<file path="config.mk">
export PLATFORM = sky130hd
export DESIGN_NAME = piano_source_arbiter_flat
export DESIGN_NICKNAME = d
export VERILOG_FILES = /design/src/rtl/piano_source_arbiter_pkg.sv /design/src/rtl/piano_source_arbiter_if.sv /design/src/rtl/piano_source_arbiter_countdown.sv /design/src/rtl/piano_source_arbiter.sv /design/src/flat_wrapper.sv
export SDC_FILE = /design/constraint.sdc
export NUM_CORES = 1
export LEC_CHECK = 0
export BUFFER_PORTS_ARGS = -buffer_cell sky130_fd_sc_hd__buf_2
export CAP_MARGIN = 20
export CORE_MARGIN = 10
export CORE_UTILIZATION = 50
export DETAILED_ROUTE_END_ITERATION = 10
export PLACE_DENSITY_LB_ADDON = 0.25
export SLEW_MARGIN = 20
export SYNTH_ARGS = -nofsm -noshare
export SYNTH_HDL_FRONTEND = slang
export SYNTH_SLANG_ARGS = --single-unit
</file>
<file path="constraint.sdc">
create_clock -name clk -period 3.12 [get_ports clk]
set_input_delay 0.156 -clock clk [delete_from_list [all_inputs] [get_ports clk]]
set_output_delay 0.156 -clock clk [all_outputs]
set_load 0.01 [all_outputs]
</file>
<file path="src/rtl/piano_source_arbiter_pkg.sv">
// Shared types and constants for the piano note-source arbiter.
// Note IDs, source codes, FSM states and a small sizing helper.
package piano_pkg;

    localparam int KEY_ID_BITS = 4;
    localparam logic [KEY_ID_BITS-1:0] REST = '0;

    localparam logic [1:0] SRC_NONE = 2'b00;
    localparam logic [1:0] SRC_LIVE = 2'b01;
    localparam logic [1:0] SRC_SONG = 2'b10;

    typedef enum logic [2:0] {
        S_IDLE,
        S_REQ,
        S_SONG,
        S_LIVE_OVR,
        S_HOLDOFF,
        S_GAP
    } arb_state_t;

    function automatic int max3(int a, int b, int c);
        int m;
        m = (a > b) ? a : b;
        return (m > c) ? m : c;
    endfunction

endpackage

</file>
<file path="src/rtl/piano_source_arbiter_if.sv">
// Note-source bundle between the live keyboard, song player,
// arbiter and tone generator.
interface piano_source_if;
    import piano_pkg::*;

    logic                   play_toggle_pulse;
    logic [KEY_ID_BITS-1:0] live_key_id;
    logic                   live_key_pressed;
    logic                   live_octave_up;
    logic                   live_octave_down;
    logic [KEY_ID_BITS-1:0] song_key_id;
    logic                   song_key_is_pressed;
    logic                   song_octave_up_feed;
    logic                   song_octave_down_feed;
    logic                   is_song_playing;
    logic                   song_play_level;
    logic [KEY_ID_BITS-1:0] out_key_id;
    logic                   out_key_pressed;
    logic                   out_octave_up;
    logic                   out_octave_down;
    logic [1:0]             active_source;

    modport slave (
        input  play_toggle_pulse,
        input  live_key_id,
        input  live_key_pressed,
        input  live_octave_up,
        input  live_octave_down,
        input  song_key_id,
        input  song_key_is_pressed,
        input  song_octave_up_feed,
        input  song_octave_down_feed,
        input  is_song_playing,
        output song_play_level,
        output out_key_id,
        output out_key_pressed,
        output out_octave_up,
        output out_octave_down,
        output active_source
    );

    modport master (
        output play_toggle_pulse,
        output live_key_id,
        output live_key_pressed,
        output live_octave_up,
        output live_octave_down,
        output song_key_id,
        output song_key_is_pressed,
        output song_octave_up_feed,
        output song_octave_down_feed,
        output is_song_playing,
        input  song_play_level,
        input  out_key_id,
        input  out_key_pressed,
        input  out_octave_up,
        input  out_octave_down,
        input  active_source
    );

endinterface

</file>
<file path="src/rtl/piano_source_arbiter_countdown.sv">
// Loadable down-counter shared by start timeout, holdoff and gap.
// done is high while the count sits at zero.
module arb_countdown #(
    parameter int WIDTH = 8
) (
    input  logic             clk,
    input  logic             rst,
    input  logic             load,
    input  logic [WIDTH-1:0] load_val,
    output logic             done
);

    logic [WIDTH-1:0] cnt;

    always_ff @(posedge clk) begin
        if (rst) begin
            cnt <= '0;
        end else if (load) begin
            cnt <= load_val;
        end else if (cnt != '0) begin
            cnt <= cnt - 1'b1;
        end
    end

    assign done = (cnt == '0);

endmodule

</file>
<file path="src/rtl/piano_source_arbiter.sv">
// Selects live keyboard or song player for the tone generator and
// owns the player's play level (start, live pre-emption, stop/end).
module piano_source_arbiter
    import piano_pkg::*;
#(
    parameter int CLK_FREQ_HZ    = 50_000_000,
    parameter int KEY_ID_BITS    = 4,
    parameter int HOLDOFF_CYCLES = 25_000_000,
    parameter int GAP_CYCLES     = 2_500,
    parameter int START_TIMEOUT  = 8
) (
    input  logic           clk,
    input  logic           rst,
    piano_source_if.slave  bus
);

    localparam int CNT_MAX = max3(HOLDOFF_CYCLES, GAP_CYCLES, START_TIMEOUT);
    localparam int CW      = $clog2(CNT_MAX + 1);

    localparam logic [CW-1:0] START_LD = CW'(START_TIMEOUT - 1);
    localparam logic [CW-1:0] HOLD_LD  = CW'(HOLDOFF_CYCLES - 1);
    localparam logic [CW-1:0] GAP_LD   = CW'(GAP_CYCLES - 1);

    if (CLK_FREQ_HZ < 1 || HOLDOFF_CYCLES < 1 || GAP_CYCLES < 1 ||
        START_TIMEOUT < 1 || KEY_ID_BITS != piano_pkg::KEY_ID_BITS) begin : g_bad_cfg
        $error("piano_source_arbiter: invalid parameter set");
    end

    arb_state_t    state;
    arb_state_t    nxt;
    logic          cnt_load;
    logic [CW-1:0] cnt_val;
    logic          cnt_done;
    logic          stop;

    arb_countdown #(.WIDTH(CW)) u_cnt (
        .clk      (clk),
        .rst      (rst),
        .load     (cnt_load),
        .load_val (cnt_val),
        .done     (cnt_done)
    );

    // A user toggle and the song's natural end collapse into one stop.
    assign stop = bus.play_toggle_pulse || !bus.is_song_playing;

    always_comb begin
        nxt      = state;
        cnt_load = 1'b0;
        cnt_val  = '0;
        case (state)
            S_IDLE: begin
                if (bus.play_toggle_pulse) begin
                    nxt      = S_REQ;
                    cnt_load = 1'b1;
                    cnt_val  = START_LD;
                end
            end
            S_REQ: begin
                if (bus.is_song_playing) nxt = S_SONG;
                else if (cnt_done)       nxt = S_IDLE;
            end
            S_SONG: begin
                if (stop)                      nxt = S_IDLE;
                else if (bus.live_key_pressed) nxt = S_LIVE_OVR;
            end
            S_LIVE_OVR: begin
                if (stop) begin
                    nxt = S_IDLE;
                end else if (!bus.live_key_pressed) begin
                    nxt      = S_HOLDOFF;
                    cnt_load = 1'b1;
                    cnt_val  = HOLD_LD;
                end
            end
            S_HOLDOFF: begin
                if (stop) begin
                    nxt = S_IDLE;
                end else if (bus.live_key_pressed) begin
                    nxt = S_LIVE_OVR;
                end else if (cnt_done) begin
                    nxt      = S_GAP;
                    cnt_load = 1'b1;
                    cnt_val  = GAP_LD;
                end
            end
            S_GAP: begin
                if (stop)                      nxt = S_IDLE;
                else if (bus.live_key_pressed) nxt = S_LIVE_OVR;
                else if (cnt_done)             nxt = S_SONG;
            end
            default: nxt = S_IDLE;
        endcase
    end

    // Outputs reflect the state being entered, one cycle after the inputs.
    always_ff @(posedge clk) begin
        if (rst) begin
            state               <= S_IDLE;
            bus.song_play_level <= 1'b0;
            bus.out_key_id      <= REST;
            bus.out_key_pressed <= 1'b0;
            bus.out_octave_up   <= 1'b0;
            bus.out_octave_down <= 1'b0;
            bus.active_source   <= SRC_NONE;
        end else begin
            state               <= nxt;
            bus.song_play_level <= (nxt != S_IDLE);
            case (nxt)
                S_IDLE, S_LIVE_OVR: begin
                    bus.out_key_id      <= bus.live_key_id;
                    bus.out_key_pressed <= bus.live_key_pressed;
                    bus.out_octave_up   <= bus.live_octave_up;
                    bus.out_octave_down <= bus.live_octave_down;
                    bus.active_source   <= (nxt == S_LIVE_OVR || bus.live_key_pressed)
                                           ? SRC_LIVE : SRC_NONE;
                end
                S_SONG: begin
                    bus.out_key_id      <= bus.song_key_id;
                    bus.out_key_pressed <= bus.song_key_is_pressed;
                    bus.out_octave_up   <= bus.song_octave_up_feed;
                    bus.out_octave_down <= bus.song_octave_down_feed;
                    bus.active_source   <= SRC_SONG;
                end
                default: begin
                    bus.out_key_id      <= REST;
                    bus.out_key_pressed <= 1'b0;
                    bus.out_octave_up   <= 1'b0;
                    bus.out_octave_down <= 1'b0;
                    bus.active_source   <= SRC_NONE;
                end
            endcase
        end
    end

endmodule

</file>
<file path="src/flat_wrapper.sv">
// flat-port wrapper written by rule: the top's interface ports become plain ports
module piano_source_arbiter_flat import piano_pkg::*;
#(
    parameter int CLK_FREQ_HZ    = 50_000_000,
    parameter int KEY_ID_BITS    = 4,
    parameter int HOLDOFF_CYCLES = 25_000_000,
    parameter int GAP_CYCLES     = 2_500,
    parameter int START_TIMEOUT  = 8
)
  (clk, rst, bus_play_toggle_pulse, bus_live_key_id, bus_live_key_pressed, bus_live_octave_up, bus_live_octave_down, bus_song_key_id, bus_song_key_is_pressed, bus_song_octave_up_feed, bus_song_octave_down_feed, bus_is_song_playing, bus_song_play_level, bus_out_key_id, bus_out_key_pressed, bus_out_octave_up, bus_out_octave_down, bus_active_source);
  piano_source_if bus_i ();
  input  logic clk;
  input  logic rst;
  input wire logic [$bits(bus_i.play_toggle_pulse)-1:0] bus_play_toggle_pulse;
  input wire logic [$bits(bus_i.live_key_id)-1:0] bus_live_key_id;
  input wire logic [$bits(bus_i.live_key_pressed)-1:0] bus_live_key_pressed;
  input wire logic [$bits(bus_i.live_octave_up)-1:0] bus_live_octave_up;
  input wire logic [$bits(bus_i.live_octave_down)-1:0] bus_live_octave_down;
  input wire logic [$bits(bus_i.song_key_id)-1:0] bus_song_key_id;
  input wire logic [$bits(bus_i.song_key_is_pressed)-1:0] bus_song_key_is_pressed;
  input wire logic [$bits(bus_i.song_octave_up_feed)-1:0] bus_song_octave_up_feed;
  input wire logic [$bits(bus_i.song_octave_down_feed)-1:0] bus_song_octave_down_feed;
  input wire logic [$bits(bus_i.is_song_playing)-1:0] bus_is_song_playing;
  output wire logic [$bits(bus_i.song_play_level)-1:0] bus_song_play_level;
  output wire logic [$bits(bus_i.out_key_id)-1:0] bus_out_key_id;
  output wire logic [$bits(bus_i.out_key_pressed)-1:0] bus_out_key_pressed;
  output wire logic [$bits(bus_i.out_octave_up)-1:0] bus_out_octave_up;
  output wire logic [$bits(bus_i.out_octave_down)-1:0] bus_out_octave_down;
  output wire logic [$bits(bus_i.active_source)-1:0] bus_active_source;
  assign bus_i.play_toggle_pulse = bus_play_toggle_pulse;
  assign bus_i.live_key_id = bus_live_key_id;
  assign bus_i.live_key_pressed = bus_live_key_pressed;
  assign bus_i.live_octave_up = bus_live_octave_up;
  assign bus_i.live_octave_down = bus_live_octave_down;
  assign bus_i.song_key_id = bus_song_key_id;
  assign bus_i.song_key_is_pressed = bus_song_key_is_pressed;
  assign bus_i.song_octave_up_feed = bus_song_octave_up_feed;
  assign bus_i.song_octave_down_feed = bus_song_octave_down_feed;
  assign bus_i.is_song_playing = bus_is_song_playing;
  assign bus_song_play_level = bus_i.song_play_level;
  assign bus_out_key_id = bus_i.out_key_id;
  assign bus_out_key_pressed = bus_i.out_key_pressed;
  assign bus_out_octave_up = bus_i.out_octave_up;
  assign bus_out_octave_down = bus_i.out_octave_down;
  assign bus_active_source = bus_i.active_source;
  piano_source_arbiter #(.CLK_FREQ_HZ(CLK_FREQ_HZ), .KEY_ID_BITS(KEY_ID_BITS), .HOLDOFF_CYCLES(HOLDOFF_CYCLES), .GAP_CYCLES(GAP_CYCLES), .START_TIMEOUT(START_TIMEOUT)) u_core (.clk(clk), .rst(rst), .bus(bus_i));
endmodule
</file>
### After elaboration in Yosys (flattened, before gate mapping)

Index checks and enable logic that the tools add are counted.

* eq/ne operators: 7
* reductions and logical operators: 10
* muxes and demuxes: 36
* add/subtract/negate cells: 1

Operators by type and width (number)
* 2-to-1 mux 25 bit: 6
* case mux 25 bit (3 select lines): 1
* 2-to-1 mux 3 bit: 14
* zero test 25 bit: 1
* nonzero test 25 bit: 1
* subtractor 25 x 1 -> 25 bit, second input constant: 1
* case mux 3 bit (6 select lines): 1
* == test 3 x 2 -> 1 bit, second input constant: 4
* 2-to-1 mux 12 bit: 1
* case mux 4 bit (2 select lines): 1
* 2-to-1 mux 1 bit: 7
* == test 3 bit, second input constant: 2
* zero test 3 bit: 2
* case mux 1 bit (2 select lines): 3
* case mux 2 bit (2 select lines): 1
* == test 3 x 1 -> 1 bit, second input constant: 1
* case mux 1 bit (3 select lines): 1
* nonzero test 3 bit: 1
* logical OR 1 bit: 2
* nonzero test 2 bit: 1
* OR reduction 2 bit: 1
* zero test 1 bit: 1

* register bits after elaboration: 38
* output and inout port bits: 10
* bits of input ports: 18
* logic and storage cells: 62

### Logic depth before layout (Yosys ltp)

* word-level depth: 9
* gate-level depth with buffers: 12
* mapped depth without buffers: 8

### Cells and area by module

A second synthesis with hierarchy kept.

* cell total of the unflattened synthesis: 243
* area total of the unflattened synthesis: 2083.2 µm²

By module, submodules not included
* arb_countdown: sequential area each 500.5 µm², cells an instance 155, area an instance 1350.0 µm², instances 1
* piano_source_arbiter: sequential area each 260.2 µm², cells an instance 88, area an instance 733.2 µm², instances 1

### Least setup slack after synthesis

Ideal clock, no wire load.

* path type: register to register
* from: register u_core.u_cnt.cnt[0]
* to: register u_core.bus.out_key_id[0]
* arrival: 2.992 ns
* clock period less this slack: 3.052 ns
* library setup time: 0.060 ns
* buffers on the path: 4
* stages on the path, launching flop included: 13
* slack: 0.068 ns
* cells stage by stage: dfxtp_1 > inv_1 > ha_1 > or4b_1 > buf_2 > or4_4 > buf_6 > or2_1 > buf_6 > a2111oi_4 > and3b_1 > buf_6 > a32o_2

* longest elaborated chain between the ends: 8
* elaborated cells on any way between the ends: 15
* classes of those cells: eq/ne (2); mux (10); reduce/logical (3)

RTL lines
* start: declaration: line piano_source_arbiter_countdown.sv:13 `logic [WIDTH-1:0] cnt;`
* start signal: assignment: line piano_source_arbiter_countdown.sv:19 `cnt <= load_val;`
* start signal: assignment: line piano_source_arbiter_countdown.sv:21 `cnt <= cnt - 1'b1;`
* zero test 25 bit *: line piano_source_arbiter_countdown.sv:25 `assign done = (cnt == '0);`
* 2-to-1 mux 3 bit (on tied branches): line piano_source_arbiter.sv:90, piano_source_arbiter.sv:81
* 2-to-1 mux 3 bit (on tied branches): line piano_source_arbiter.sv:89, piano_source_arbiter.sv:79
* 2-to-1 mux 3 bit (on tied branches): line piano_source_arbiter.sv:88, piano_source_arbiter.sv:77
* case mux 3 bit (6 select lines) *: line piano_source_arbiter.sv:51 `case (state)`
* == test 3 x 2 -> 1 bit or zero test 3 bit (tied branches): line piano_source_arbiter.sv:109 `case (nxt)`
* OR reduction 2 bit: line piano_source_arbiter.sv:109
* case mux 4 bit (2 select lines) *: line piano_source_arbiter.sv:109
* end signal: assignment: line piano_source_arbiter.sv:111 `bus.out_key_id <= bus.live_key_id;`
* end signal: assignment: line piano_source_arbiter.sv:119 `bus.out_key_id <= bus.song_key_id;`
* end: declaration: line piano_source_arbiter_if.sv:35 `output out_key_id,`

Every way passes the cells marked *; elsewhere a longest branch is shown, timed or not.
A chain may end at the register's enable or synchronous reset.

### Final worst setup path

* from: register u_core.u_cnt.cnt[0]
* to: register u_core.bus.out_octave_up

* longest elaborated chain between the ends: 8
* elaborated cells on any way between the ends: 15
* classes of those cells: eq/ne (2); mux (10); reduce/logical (3)

RTL lines
* zero test 25 bit *: line piano_source_arbiter_countdown.sv:25
* 2-to-1 mux 3 bit (on tied branches): line piano_source_arbiter.sv:90, piano_source_arbiter.sv:81
* 2-to-1 mux 3 bit (on tied branches): line piano_source_arbiter.sv:89, piano_source_arbiter.sv:79
* 2-to-1 mux 3 bit (on tied branches): line piano_source_arbiter.sv:88, piano_source_arbiter.sv:77
* case mux 3 bit (6 select lines) *: line piano_source_arbiter.sv:51
* == test 3 x 2 -> 1 bit or zero test 3 bit (tied branches): line piano_source_arbiter.sv:109
* OR reduction 2 bit: line piano_source_arbiter.sv:109
* case mux 1 bit (2 select lines) *: line piano_source_arbiter.sv:109
* end signal: assignment: line piano_source_arbiter.sv:113 `bus.out_octave_up <= bus.live_octave_up;`
* end signal: assignment: line piano_source_arbiter.sv:121 `bus.out_octave_up <= bus.song_octave_up_feed;`
* end: declaration: line piano_source_arbiter_if.sv:37 `output out_octave_up,`

Marked as above.

==> run metrics <==
Seq cells post-synth 38; router iterations before antenna repair 4; hold path start bus_song_key_is_pressed; Max Freq about 340 MHz; cell count of the worst reg-to-reg path 8; via count 1745; GR Overflow Total 0; slowest CP cell or4_4; via/cell ratio ~5.7; CTS resizes 0; Max Cap Violations 0; WP data required between 3 and 4 ns; crit-path max cell delay 0.59 ns; Synth top area share 39.1%; crit path launch type register; CP endpoint kind register; final instance area 2260 sq um; chip height 82.4 microns; status finished clean; dpl cell area ~2100 sq um; EDFF count, synth 0; Mean Syn Cell Area 8.61 sq um; DRC viols 0; Synth area leaders dfxtp_1 (39%), a21oi_1 (6.4%), xnor2_1 (5.4%); Reg clk slew, reported paths 0.08 ns; Final period util 93.8%; DP HPWL 3380 microns; share of cells above drive strength 1 23.6%; setup TNS 0 ns; Boundary Pins 28; Clock Skew 0.0104 ns; worst hold path class primary input to register; Setup CP Type register to register; RSZ-0062 raised after global routing no; hold_buf cts 0; synth unique cells 51; asr flop ratio synth 0%; Slew HR between 50% and 60%; antenna viol nets, final 0; Buf/Inv on CP 1; total CTS buffers 5; TritonCTS clock tree built; crit path DAT about 3.2 ns; clk sinks 38; Cell Rows 22; Iteration-0 DRC Markers 172; Global Route Usage Sum 14.9%; fin. max-slew vios 0; first-pass GRT wire length 7910 microns; hold path cells 2; die area 6790 sq um; Mapped Cells 226; gpl congestion between 0.8 and 0.9; I/O Buffers 27; vias in the first global route 1699; root buf cell clkbuf_8; Crit path max-delay family simple AND/OR/NAND/NOR gates; Core Area 3720 sq um; final net count between 200 and 300; static leakage power 0.000944 uW; Worst Path Max Fanout 8; synth cell count leaders dfxtp_1 (38), a21oi_1 (25), nor2_1 (25); count leader, synth dfxtp_1; Synth area leader dfxtp_1; Setup Viol. Count Final 0; hold slack 0.0655 ns; initial antenna violation count 0; Setup crit start u_core.u_cnt.cnt[0]; crit-path cells inv_1 -> ha_1 -> or4b_1 -> or4_4 -> or2_1 -> a2111oi_4 -> and3b_2 -> a32o_2; Top FF cell, synth dfxtp_1; Seq/Total Area, Yosys 39.1%; Worst-Margin Slew roughly 0.68 ns; Max Buffers Root-to-Sink 2; Total Routed Length 4580 microns; Final Hold Vio Count 0; synthesis-to-finish area growth 16.2%; Ys Warns 0; Horiz. Die Dim 82.4 microns; pin count of the biggest net entering global routing 18; post-synthesis cell area just under 2000 sq um; reg2reg start u_core.u_cnt.cnt[0]; DR WL/cell roughly 15 microns; Initial Utilization 52.4%; Syn Nets 245; VDD IR max just over 0.0006 V; Setup Buffers After CTS 0; clk_lat worst skew 0.30 ns; n_diodes 0; fin util 60.9%; Final min period 2.93 ns; P per Cell Area 1260 nW/um^2; Worst path depth 8; CTS H-tree lvls 2
[cell families after synthesis]
group,synth area share [%]
AOI/OAI and AO/OA,22.8
xor gates and xnor gates,6.75
adders and majority gates,0.643
buffers and inverters,4.95
DFF,39.1
and+or+nand+nor,25.8
[state kept, by name, indices dropped and copies added (netlist names)]
signal	cells
u_core.state	3
u_core.bus.out_key_id	4
u_core.u_cnt.cnt	25
u_core.bus.out_octave_up	1
u_core.bus.out_octave_down	1
u_core.bus.active_source	2
u_core.bus.song_play_level	1
u_core.bus.out_key_pressed	1
[power by group]
group,total (uW),switching (uW),internal (uW)
clock,413,174,239
combinational,1600,869,735
sequential,842,165,677
total,2860,1210,1650
[worst register-to-register path: stages, from the launching register on]
cell and delay [ns]:
dfxtp_1 0.34, inv_1 0.10, ha_1 0.20, or4b_1 0.49, or4_4 0.59, or2_1 0.34, a2111oi_4 0.34, and3b_2 0.33
a32o_2 0.14
[final timing paths]
path,endpoint,slack [ns]
worst max-delay path,u_core.bus.out_octave_up,0.19
worst min register to register,u_core.u_cnt.cnt[12],0.48
worst max register to register,u_core.bus.out_octave_up,0.19
worst min-delay path,u_core.bus.out_key_pressed,0.07
[cells in the final DEF (no fill, tap or decap), types with 7 or more instances in the layout]
cell type / Yosys / final
a21oi_1: 25 / 23
buf_2: 2 / 27
buf_4: 0 / 10
dfxtp_1: 38 / 38
inv_1: 7 / 7
nand2_1: 11 / 11
nor2_1: 25 / 25
nor3_1: 9 / 9
xnor2_1: 12 / 12
[metrics by stage]
| step | cells | setup WS, ns | power, uW |
|---|---|---|---|
| 4_1_cts | 307 | 0.137 | 2840 |
| 3_5_place_dp | 299 | 0.182 | 2420 |
| 6_report | 307 | 0.193 | 2860 |
| 3_3_place_gp | 299 | 0.254 | 2410 |
| 5_1_grt | 307 | 0.0569 | 3130 |
| 2_1_floorplan | 226 | 0.0684 | 2040 |
[area by class of cell]
class / count / area (sq um)
Sequential cell: 38 / 761
Clock buffer: 7 / 76.3
Tap cell: 48 / 60.1
Inverter: 7 / 26.3
Multi-Input combinational cell: 169 / 1100
Fill cell: 347 / 1450
Timing Repair Buffer: 37 / 210
Clock inverter: 1 / 30.0
[layer usage]
layer	share of wire, %	vias up	wire, microns	global-route usage, %
li1	-	892	-	-
met1	46	812	2120	18.5
met2	48	34	2210	23.8
met3	4.2	7	193	4.54
met4	1.0	0	46	5.10
met5	0	-	0	0
Note: power is estimated with default switching activity, not from simulation.
